$ cat config.mk
export PLATFORM = sky130hd
export DESIGN_NAME = pipeline_ctrl
export DESIGN_NICKNAME = d
export VERILOG_FILES = /design/src/rtl/pipeline_ctrl_pkg.sv /design/src/rtl/pipe_ctrl_perf.sv /design/src/rtl/pipeline_ctrl.sv
export SDC_FILE = /design/constraint.sdc
export NUM_CORES = 1
export LEC_CHECK = 0
export ABC_CLOCK_PERIOD_IN_PS = 4500
export CAP_MARGIN = 20
export CORE_ASPECT_RATIO = 0.7
export CORE_UTILIZATION = 35
export DETAILED_ROUTE_END_ITERATION = 12
export GPL_TIMING_DRIVEN = 0
export PLACE_DENSITY = 0.87
export RECOVER_POWER = 100
export SLEW_MARGIN = 10
export SYNTH_ARGS = -nofsm -noshare
export SYNTH_HDL_FRONTEND = slang
export SYNTH_SLANG_ARGS = --single-unit
$ cat constraint.sdc
create_clock -name clk -period 4.5 [get_ports clk]
set_input_delay 0.9 -clock clk [delete_from_list [all_inputs] [get_ports clk]]
set_output_delay 0.9 -clock clk [all_outputs]
set_load 0.01 [all_outputs]
$ cat src/rtl/pipeline_ctrl_pkg.sv
// Shared definitions for the pipeline controller: pause bit map, FSM encoding
// and the instruction address width.
`ifndef InstAddrWidth
`define InstAddrWidth 32
`endif

package pipeline_ctrl_pkg;

  localparam int INST_ADDR_W = `InstAddrWidth;

  localparam int PAUSE_W   = 6;
  localparam int PAUSE_PC  = 0;
  localparam int PAUSE_IF  = 1;
  localparam int PAUSE_ID  = 2;
  localparam int PAUSE_EX  = 3;
  localparam int PAUSE_MEM = 4;
  localparam int PAUSE_WB  = 5;

  // Holding PC and IF makes IF/ID inject bubbles while fetch is redirected.
  localparam logic [PAUSE_W-1:0] REDIRECT_HOLD = 6'b000011;

  typedef enum logic {
    CTRL_RUN      = 1'b0,
    CTRL_REDIRECT = 1'b1
  } ctrl_state_e;

  // The deepest requesting stage freezes itself and everything upstream.
  function automatic logic [PAUSE_W-1:0] stall_vec(input logic req_if,
                                                   input logic req_id,
                                                   input logic req_ex,
                                                   input logic req_mem);
    logic [PAUSE_W-1:0] v;
    v = '0;
    if (req_mem)     v = 6'b011111;
    else if (req_ex) v = 6'b001111;
    else if (req_id) v = 6'b000111;
    else if (req_if) v = 6'b000011;
    return v;
  endfunction

endpackage

$ cat src/rtl/pipe_ctrl_perf.sv
// Stall-cycle and flush-cycle counters for the pipeline controller; free
// running, wrapping at 2^32, cleared by rst.
module pipe_ctrl_perf (
  input  logic        clk,
  input  logic        rst,
  input  logic        stall,
  input  logic        flush,
  output logic [31:0] stall_cycles,
  output logic [31:0] flush_cnt
);

  always_ff @(posedge clk) begin
    if (rst) begin
      stall_cycles <= '0;
      flush_cnt    <= '0;
    end else begin
      if (stall) stall_cycles <= stall_cycles + 32'd1;
      if (flush) flush_cnt    <= flush_cnt + 32'd1;
    end
  end

endmodule

$ cat src/rtl/pipeline_ctrl.sv
// Central pipeline controller: pause vector, branch/exception flushes and the
// fetch redirect handshake. Perf counters are built only with PIPE_CTRL_PERF_EN.
module pipeline_ctrl
  import pipeline_ctrl_pkg::*;
#(
  parameter int PC_W = INST_ADDR_W
) (
  input  logic               clk,
  input  logic               rst,
  input  logic               pause_req_if,
  input  logic               pause_req_id,
  input  logic               pause_req_ex,
  input  logic               pause_req_mem,
  input  logic               branch_req,
  input  logic [PC_W-1:0]    branch_target,
  input  logic               excp_req,
  input  logic [PC_W-1:0]    excp_entry,
  input  logic               ertn_req,
  input  logic [PC_W-1:0]    era,
  input  logic               redirect_ready,
  output logic [PAUSE_W-1:0] pause,
  output logic               branch_flush,
  output logic               exception_flush,
  output logic               redirect_valid,
  output logic [PC_W-1:0]    redirect_pc,
  output logic               busy,
  output logic [31:0]        perf_stall_cycles,
  output logic [31:0]        perf_flush_cnt,
  output ctrl_state_e        dbg_state
);

  ctrl_state_e     state, state_next;
  logic [PC_W-1:0] pc_next;

  // Redirect handshake: redirect_valid stays high with redirect_pc stable
  // until a cycle with redirect_valid && redirect_ready; the transfer happens
  // at that clock edge. Exceptions/ERTN may replace the pc at any time.
  always_comb begin
    state_next      = state;
    pc_next         = redirect_pc;
    branch_flush    = 1'b0;
    exception_flush = 1'b0;
    pause = stall_vec(pause_req_if, pause_req_id, pause_req_ex, pause_req_mem);
    if (state == CTRL_REDIRECT) pause = pause | REDIRECT_HOLD;

    if (excp_req) begin
      exception_flush = 1'b1;
      pc_next         = excp_entry;
      state_next      = CTRL_REDIRECT;
    end else if (ertn_req) begin
      exception_flush = 1'b1;
      pc_next         = era;
      state_next      = CTRL_REDIRECT;
    end else if (branch_req && state == CTRL_RUN && !pause[PAUSE_EX]) begin
      branch_flush = 1'b1;
      pc_next      = branch_target;
      state_next   = CTRL_REDIRECT;
    end else if (state == CTRL_REDIRECT && redirect_ready) begin
      state_next = CTRL_RUN;
    end
  end

  always_ff @(posedge clk) begin
    if (rst) begin
      state          <= CTRL_RUN;
      redirect_valid <= 1'b0;
      redirect_pc    <= '0;
    end else begin
      state          <= state_next;
      redirect_valid <= (state_next == CTRL_REDIRECT);
      redirect_pc    <= pc_next;
    end
  end

  assign busy      = (state != CTRL_RUN);
  assign dbg_state = state;

`ifdef PIPE_CTRL_PERF_EN
  pipe_ctrl_perf u_perf (
    .clk          (clk),
    .rst          (rst),
    .stall        (pause[PAUSE_IF]),
    .flush        (branch_flush | exception_flush),
    .stall_cycles (perf_stall_cycles),
    .flush_cnt    (perf_flush_cnt)
  );
`else
  assign perf_stall_cycles = '0;
  assign perf_flush_cnt    = '0;
`endif

endmodule

After elaboration in Yosys (flattened, before gate mapping)
Cells that the tools add are included.
Widths: inputs -> output; s select.

word-level totals
  bits in registers = 33
  input port bits = 106
  logic and storage cells = 26

cells by class
  muxes and demuxes = 17
  bitwise gates (word level) = 1
  reduce and logical (&&, ||, !) cells = 6

operators with widths
  operator           count
  $mux 32            3
  $mux 6             2
  $mux 1             9
  $mux 2             2
  $reduce_bool 4->1  1
  $logic_and 1x1->1  3
  $mux 3             1
  $reduce_bool 3->1  1
  $logic_not 1->1    1
  $not 1->1          1

Depth between registers and ports, before layout
Gate-level depths: netlist of run 1.

  depth after elaboration = 9
  depth in mapped cells = 5
  gate-level depth less buffers = 3

Least setup slack after synthesis of run 1
No wires, ideal clock.

  kind = input-to-output
  start = input port ertn_req
  end = output port branch_flush
  data arrival time = 1.888 ns
  required time = 3.600 ns
  slack = 1.712 ns
  cell stages on the path = 4
  path through = clkbuf_1 -> nor2_1 -> inv_1 -> nor4_1

between the ends
  word-level cells in the longest chain between the ends = 2

RTL lines
  what             line                 text
  start, declared  pipeline_ctrl.sv:18  input logic ertn_req,
  $mux 1           pipeline_ctrl.sv:50  end else if (ertn_req) begin
  $mux 1           pipeline_ctrl.sv:46  if (excp_req) begin
  end, declared    pipeline_ctrl.sv:22  output logic branch_flush,

Every way passes these cells.

Worst setup path in the final report of run 1
  start = input port pause_req_mem
  end = output port pause[1]

between the ends
  word-level cells in the longest chain between the ends = 2

RTL lines
  what             line                     text
  start, declared  pipeline_ctrl.sv:13      input logic pause_req_mem,
  $mux 6           pipeline_ctrl_pkg.sv:34  if (req_mem) v = 6'b011111;
  $mux 2           pipeline_ctrl.sv:44      if (state == CTRL_REDIRECT) pause = pause | REDIRECT_HOLD;
  end, declared    pipeline_ctrl.sv:21      output logic [PAUSE_W-1:0] pause,

Every way passes these cells.

==> impl_metrics.json, run 1 <==
{
  "run_status": "completed",
  "area_growth_pct": 73.94,
  "cts_buffers": 5,
  "yosysTopAreaCellShare_pct": 26.26,
  "synth_area_leader_cell": "dfxtp_1",
  "setup_tns_ns": 0,
  "p_leak_nw": 1.998,
  "hold_buffers": 0,
  "whs_ns": 0.4961,
  "cts_root_buffer": "clkbuf_8",
  "drc": 0,
  "clock_skew_ns": 0.006525,
  "clk_pin_slew_ns": 0.07,
  "final_antenna_net_count": 0,
  "track_usage_pct": 20.20,
  "dp_cells": 566,
  "drtIter0Drc": 37,
  "grt_pass1_vias": 2437,
  "hpwl_um": 6384,
  "critPathRequiredTime_ns": 3.60,
  "diodes": 0,
  "synth-seq-cells": 33,
  "cts_max_path_buffers": 2,
  "fmax_mhz": 260.3,
  "synthFlopType": "dfxtp_1",
  "stdcell_count": 574,
  "grt_pass1_wl_um": 11720,
  "die-area_sq_um": 7538,
  "clk_latency_ns": 0.28,
  "rsz0062_at_grt": "no",
  "end_kind": "output port",
  "synthDistinctLibCells": 22,
  "overflow": 0,
  "setup_slack_ns": 0.6585,
  "power_density_nw_per_um2": 200.6,
  "die_x_um": 103.3,
  "netlist_area_sq_um": 2516,
  "period_needed_ns": 3.842,
  "detail_route.wl_per_cell_um": 13.58,
  "r2r_end": "redirect_pc[16]",
  "final_nets": 585,
  "regArea_sq_um": 660.6,
  "ff2ff_path_depth": 5,
  "routabilityCongestion": 0.7960,
  "synthTopCellsByArea": "dfxtp_1 26%, buf_4 21%, mux2_2 14%, mux2i_1 13%, nand4b_1 11%",
  "die_h_um": 72.94,
  "cts_resized": 0,
  "finalSetupViolations": 0,
  "place_ws_ns": 0.8981,
  "min_period_over_period_pct": 85.37,
  "syn-instance-count": 263,
  "synth-async-reset-ratio_pct": 0,
  "start_util_pct": 36.73,
  "vdd_drop_max_mv": 0.1126,
  "holdPathStages": 2,
  "antenna_found_initial": 0,
  "finalInstanceArea_sq_um": 4377,
  "firstDrtPassIters": 4,
  "rrSetupSlack_ns": 2.55,
  "tightestPinTransition_ns": 0.7892,
  "cts_tree": "yes",
  "critical_path.max_fanout": 4,
  "rows": 25,
  "yosysWarnings": 0,
  "min_to": "redirect_pc[29]",
  "cap_violations": 0,
  "drive_gt1_share_pct": 24.38,
  "synth_edf_count": 0,
  "crit_type": "in2out",
  "synth_most_common_cell": "buf_4",
  "min-delay-start": "redirect_pc[29]",
  "fillers": 598,
  "startpoint_type": "input pin",
  "wl_um": 7796,
  "yosysSeqAreaShare_pct": 26.26,
  "htreeDepth": 2,
  "hold_path.class": "reg2reg",
  "grt_max_degree": 11,
  "clock-sinks": 33,
  "pin_count": 213,
  "postPlaceCellArea_sq_um": 4325,
  "critPathArrivalTime_ns": 2.94,
  "multi_input_area_sq_um": 1443,
  "viasPerCell": 4.397,
  "drv_slew": 0,
  "avgSynthCellArea_sq_um": 9.567,
  "slew-limit-headroom_pct": 47.39,
  "r2r_start": "busy",
  "core_region_area_sq_um": 6850,
  "hold_viol": 0,
  "dr_total_vias": 2524,
  "postCtsSetupBuffers": 0,
  "port_buffers": 145,
  "yosys-top-cells-count": "69 x buf_4, 33 x dfxtp_1, 32 x mux2_2, 32 x mux2i_1, 32 x nand4b_1"
}
-- cell usage in the layout (no fill, tap or decap), types with 3 or more instances in the layout --
master,instances
buf_4,69
clkbuf_1,18
clkbuf_8,5
clkdlybuf4s50_1,102
conb_1,65
dfxtp_1,33
dlygate4sd3_1,43
mux2_2,32
mux2i_1,32
nand4b_1,32
o21ai_0,27
o21ai_2,3
-- worst max-delay path by stage --
stage,start,end
after detailed placement,pause_req_mem,pause[1]
final,pause_req_mem,pause[1]
after global placement,pause_req_mem,pause[1]
after floorplan,ertn_req,branch_flush
after global routing,pause_req_mem,pause[1]
after CTS,pause_req_mem,pause[1]
-- power by group --
part	switching (mW)	leakage, nW	internal [mW]
clock network	0.109	0.0450	0.107
registers	0.0131	0.274	0.317
logic	0.127	1.68	0.205
-- layer usage --
metal / up-vias / GRT usage (%) / share of wire, %
met5: - / 0 / 0
met4: 0 / 3.443 / 0.72
met3: 6 / 5.651 / 7.8
met2: 105 / 38.85 / 52
met1: 1177 / 22.22 / 39
li1: 1236 / - / -
-- state kept, by name (all words and copies together) (netlist names) --
register,flops
busy,1
redirect_pc,32
-- worst max-delay path: stages --
cell and delay [ns]:
dlygate4sd3_1 0.59, or3_1 0.40, or3_1 0.33, buf_4 0.14, dlygate4sd3_1 0.59
-- through the flow --
| stage | util [%] | power (mW) |
|---|---|---|
| after floorplan | - | 0.5140 |
| after global placement | 63.14 | 0.6777 |
| after detailed placement | 63.14 | 0.6861 |
| after CTS | 64.35 | 0.9013 |
| after global routing | 63.89 | 0.9275 |
| final | 63.89 | 0.8780 |
-- cell families (layout without fill, tap and decap cells) --
logic type	Yosys count	after routing	synth area share [%]
AO/OA/AOI/OAI	34	34	8.553
buffers and inverters	92	245	25.06
flip-flops	33	33	26.26
multiplexers	64	64	27.05
other	1	65	0.1490
AND/OR/NAND/NOR	39	39	12.93
-- final cells by class --
| cell class | instances | area share, % |
|---|---|---|
| flip-flops and latches | 33 | 15.09 |
| plain buffers | 90 | 14.04 |
| clock inverters | 2 | 0.2287 |
| clock buffers | 6 | 1.658 |
| repair buffers | 145 | 33.16 |
| multi-input cells | 202 | 32.96 |
| inverters | 2 | 0.1715 |
| well taps | 94 | 2.687 |
(Power assumes the default switching activity.)
==> inputs of run 2 (changes only) <==
--- a/config.mk
+++ b/config.mk
@@ -5,13 +5,12 @@
 export SDC_FILE = /design/constraint.sdc
 export NUM_CORES = 1
 export LEC_CHECK = 0
-export ABC_CLOCK_PERIOD_IN_PS = 4500
-export CAP_MARGIN = 20
+export ABC_CLOCK_PERIOD_IN_PS = 3860
 export CORE_ASPECT_RATIO = 0.7
-export CORE_UTILIZATION = 35
+export CORE_UTILIZATION = 33
 export DETAILED_ROUTE_END_ITERATION = 12
 export GPL_TIMING_DRIVEN = 0
-export PLACE_DENSITY = 0.87
+export PLACE_DENSITY = 0.83
 export RECOVER_POWER = 100
 export SLEW_MARGIN = 10
 export SYNTH_ARGS = -nofsm -noshare
==> constraint.sdc (replaced) <==
create_clock -name clk -period 3.86 [get_ports clk]
set_input_delay 0.772 -clock clk [delete_from_list [all_inputs] [get_ports clk]]
set_output_delay 0.772 -clock clk [all_outputs]
set_load 0.01 [all_outputs]
==> run 2 against run 1 <==
Utilization down 4.2 points. Power grew 17%. Combinational power increased by 16%. Hold slack about the same. Critical path depth decreased by 1. Clock power rose by 19%. Sequential cell count unchanged. Count of clock-buffer cells in the layout down 1. Sequential power grew 16%. Routed wire length down 3.5%. Highest routed layer unchanged.
==> impl_metrics.json, run 2 (synthesis gave the netlist of run 1 again) <==
{
  "use_met1_pct": 19.84,
  "end_kind": "output port",
  "grt_busiest_layer": "met2",
  "cap_violations": 0,
  "tightestPinTransition_ns": 0.7823,
  "clk_latency_ns": 0.28,
  "finalSetupViolations": 0,
  "track_usage_pct": 17.91,
  "setup_tns_ns": 0,
  "htreeDepth": 2,
  "wl_um": 7524,
  "hold_path.class": "reg2reg",
  "hold_viol": 0,
  "clock-sinks": 33,
  "final_antenna_net_count": 0,
  "diodes": 0,
  "clk_pin_slew_ns": 0.08,
  "min_period_over_period_pct": 89.62,
  "final_common_cell": "clkdlybuf4s50_1",
  "die_h_um": 75.06,
  "cts_root_buffer": "clkbuf_8",
  "grt_pass1_wl_um": 11160,
  "core_region_area_sq_um": 7352,
  "largest_reg_flops": 32,
  "area_growth_pct": 74.29,
  "period_needed_ns": 3.459,
  "grtUsageMet2_pct": 34.20,
  "rows": 26,
  "critical_path.max_fanout": 4,
  "cts_buffers": 5,
  "port_buffers": 145,
  "critPathLaunch": "pause_req_mem",
  "most-common-layout-cells": "103 x clkdlybuf4s50_1, 69 x buf_4, 65 x conb_1, 42 x dlygate4sd3_1, 33 x dfxtp_1",
  "power_density_nw_per_um2": 233.9,
  "cts_resized": 0,
  "fmax_mhz": 289.1,
  "startpoint_type": "input pin",
  "detail_route.wl_per_cell_um": 13.02,
  "dp_cells": 570,
  "p_leak_nw": 2.000,
  "drive_gt1_share_pct": 24.58,
  "rrSetupSlack_ns": 1.87,
  "stdcell_count": 578,
  "drv_slew": 0,
  "firstDrtPassIters": 4,
  "r2r_end": "redirect_pc[3]",
  "rsz0062_at_grt": "no",
  "pin_count": 213,
  "critPathArrivalTime_ns": 2.69,
  "slew-limit-headroom_pct": 47.85,
  "postCtsSetupBuffers": 0,
  "crit_end": "pause[0]",
  "min-delay-start": "redirect_pc[29]",
  "cts_tree": "yes",
  "critPathRequiredTime_ns": 3.09,
  "run_status": "completed",
  "die_x_um": 106.4,
  "drc": 0,
  "final_nets": 585,
  "cts_max_path_buffers": 2,
  "clock_skew_ns": 0.008683,
  "overflow": 0,
  "crit_type": "in2out",
  "ff2ff_path_depth": 5,
  "hpwl_um": 6188,
  "start_util_pct": 34.22,
  "die-area_sq_um": 7983,
  "grt_pass1_vias": 2361,
  "met3_usage_pct": 6.234,
  "grt_max_degree": 12,
  "routabilityCongestion": 0.7324,
  "viasPerCell": 4.311,
  "vdd_drop_max_mv": 0.1166,
  "dr_total_vias": 2492,
  "whs_ns": 0.4965,
  "drtIter0Drc": 41,
  "regMostFlops": "redirect_pc",
  "hold_buffers": 0,
  "antenna_found_initial": 0,
  "r2r_start": "busy"
}
[run 2: critical path, cell delays in order]
cell and delay [ns]:
dlygate4sd3_1 0.58, or3_1 0.39, or3_1 0.33, dlygate4sd3_1 0.61
[run 2: per-stage QoR]
step | setup WS, ns | power, mW | instance area [sq um] | util (%)
global placement | 0.5479 | 0.7907 | 4330 | 58.90
detailed placement | 0.5215 | 0.7981 | 4330 | 58.90
finish | 0.4005 | 1.026 | 4385 | 59.65
CTS | 0.5195 | 1.056 | 4417 | 60.07
global route | 0.3410 | 1.083 | 4385 | 59.65
floorplan | 1.328 | 0.5992 | 2756 | -
[run 2: power by group]
part	switching, mW	total, mW	internal, mW
Combinational	0.147	0.386	0.239
Clock	0.132	0.256	0.124
Sequential	0.0146	0.384	0.369
Total	0.293	1.03	0.733
[run 2: worst min-delay path by stage]
stage / slack (ns) / end / cells past startpoint
global route: 0.51 / redirect_pc[29] / 2
CTS: 0.50 / redirect_pc[26] / 2
detailed placement: 0.48 / redirect_pc[29] / 2
finish: 0.50 / redirect_pc[29] / 2
global placement: 0.48 / redirect_pc[8] / 2
floorplan: 0.51 / redirect_pc[12] / 2
[run 2: area by class of cell]
class | instances | area [sq um]
buffer | 90 | 614.3
clock buffer | 5 | 68.82
clock inverter | 3 | 17.52
fill | 662 | 2967
inverter | 2 | 7.507
multi-input combinational | 202 | 1443
sequential | 33 | 660.6
tap | 98 | 122.6
timing repair buffer | 145 | 1451
[run 2: per-layer routing]
layer | up-vias | share of wire (%)
met1 | 1141 | 39
met2 | 108 | 51
met4 | 0 | 0.19
met5 | - | 0
met3 | 2 | 9.6
li1 | 1241 | -
==> inputs of run 3 (changes only) <==
--- a/config.mk
+++ b/config.mk
@@ -16,3 +16,4 @@
 export SYNTH_ARGS = -nofsm -noshare
 export SYNTH_HDL_FRONTEND = slang
 export SYNTH_SLANG_ARGS = --single-unit
+export TNS_END_PERCENT = 20
==> constraint.sdc (replaced) <==
create_clock -name clk -period 3.86 [get_ports clk]
set_input_delay 0.772 -clock clk [delete_from_list [all_inputs] [get_ports clk]]
set_output_delay 0.772 -clock clk [all_outputs]
set_load 0.05 [all_outputs]
==> results of run 3 <==
Same layout as run 2 (identical final DEF). Status: completed.
Main changes from that run: setup slack after placement 0.5215 ns -> 0.2981 ns; setup slack after layout 0.4005 ns -> 0.1887 ns; end point of the critical path pause[0] -> pause[1]; total power 1.026 mW -> 1.237 mW; worst IR drop on VDD 0.1166 mV -> 0.1299 mV
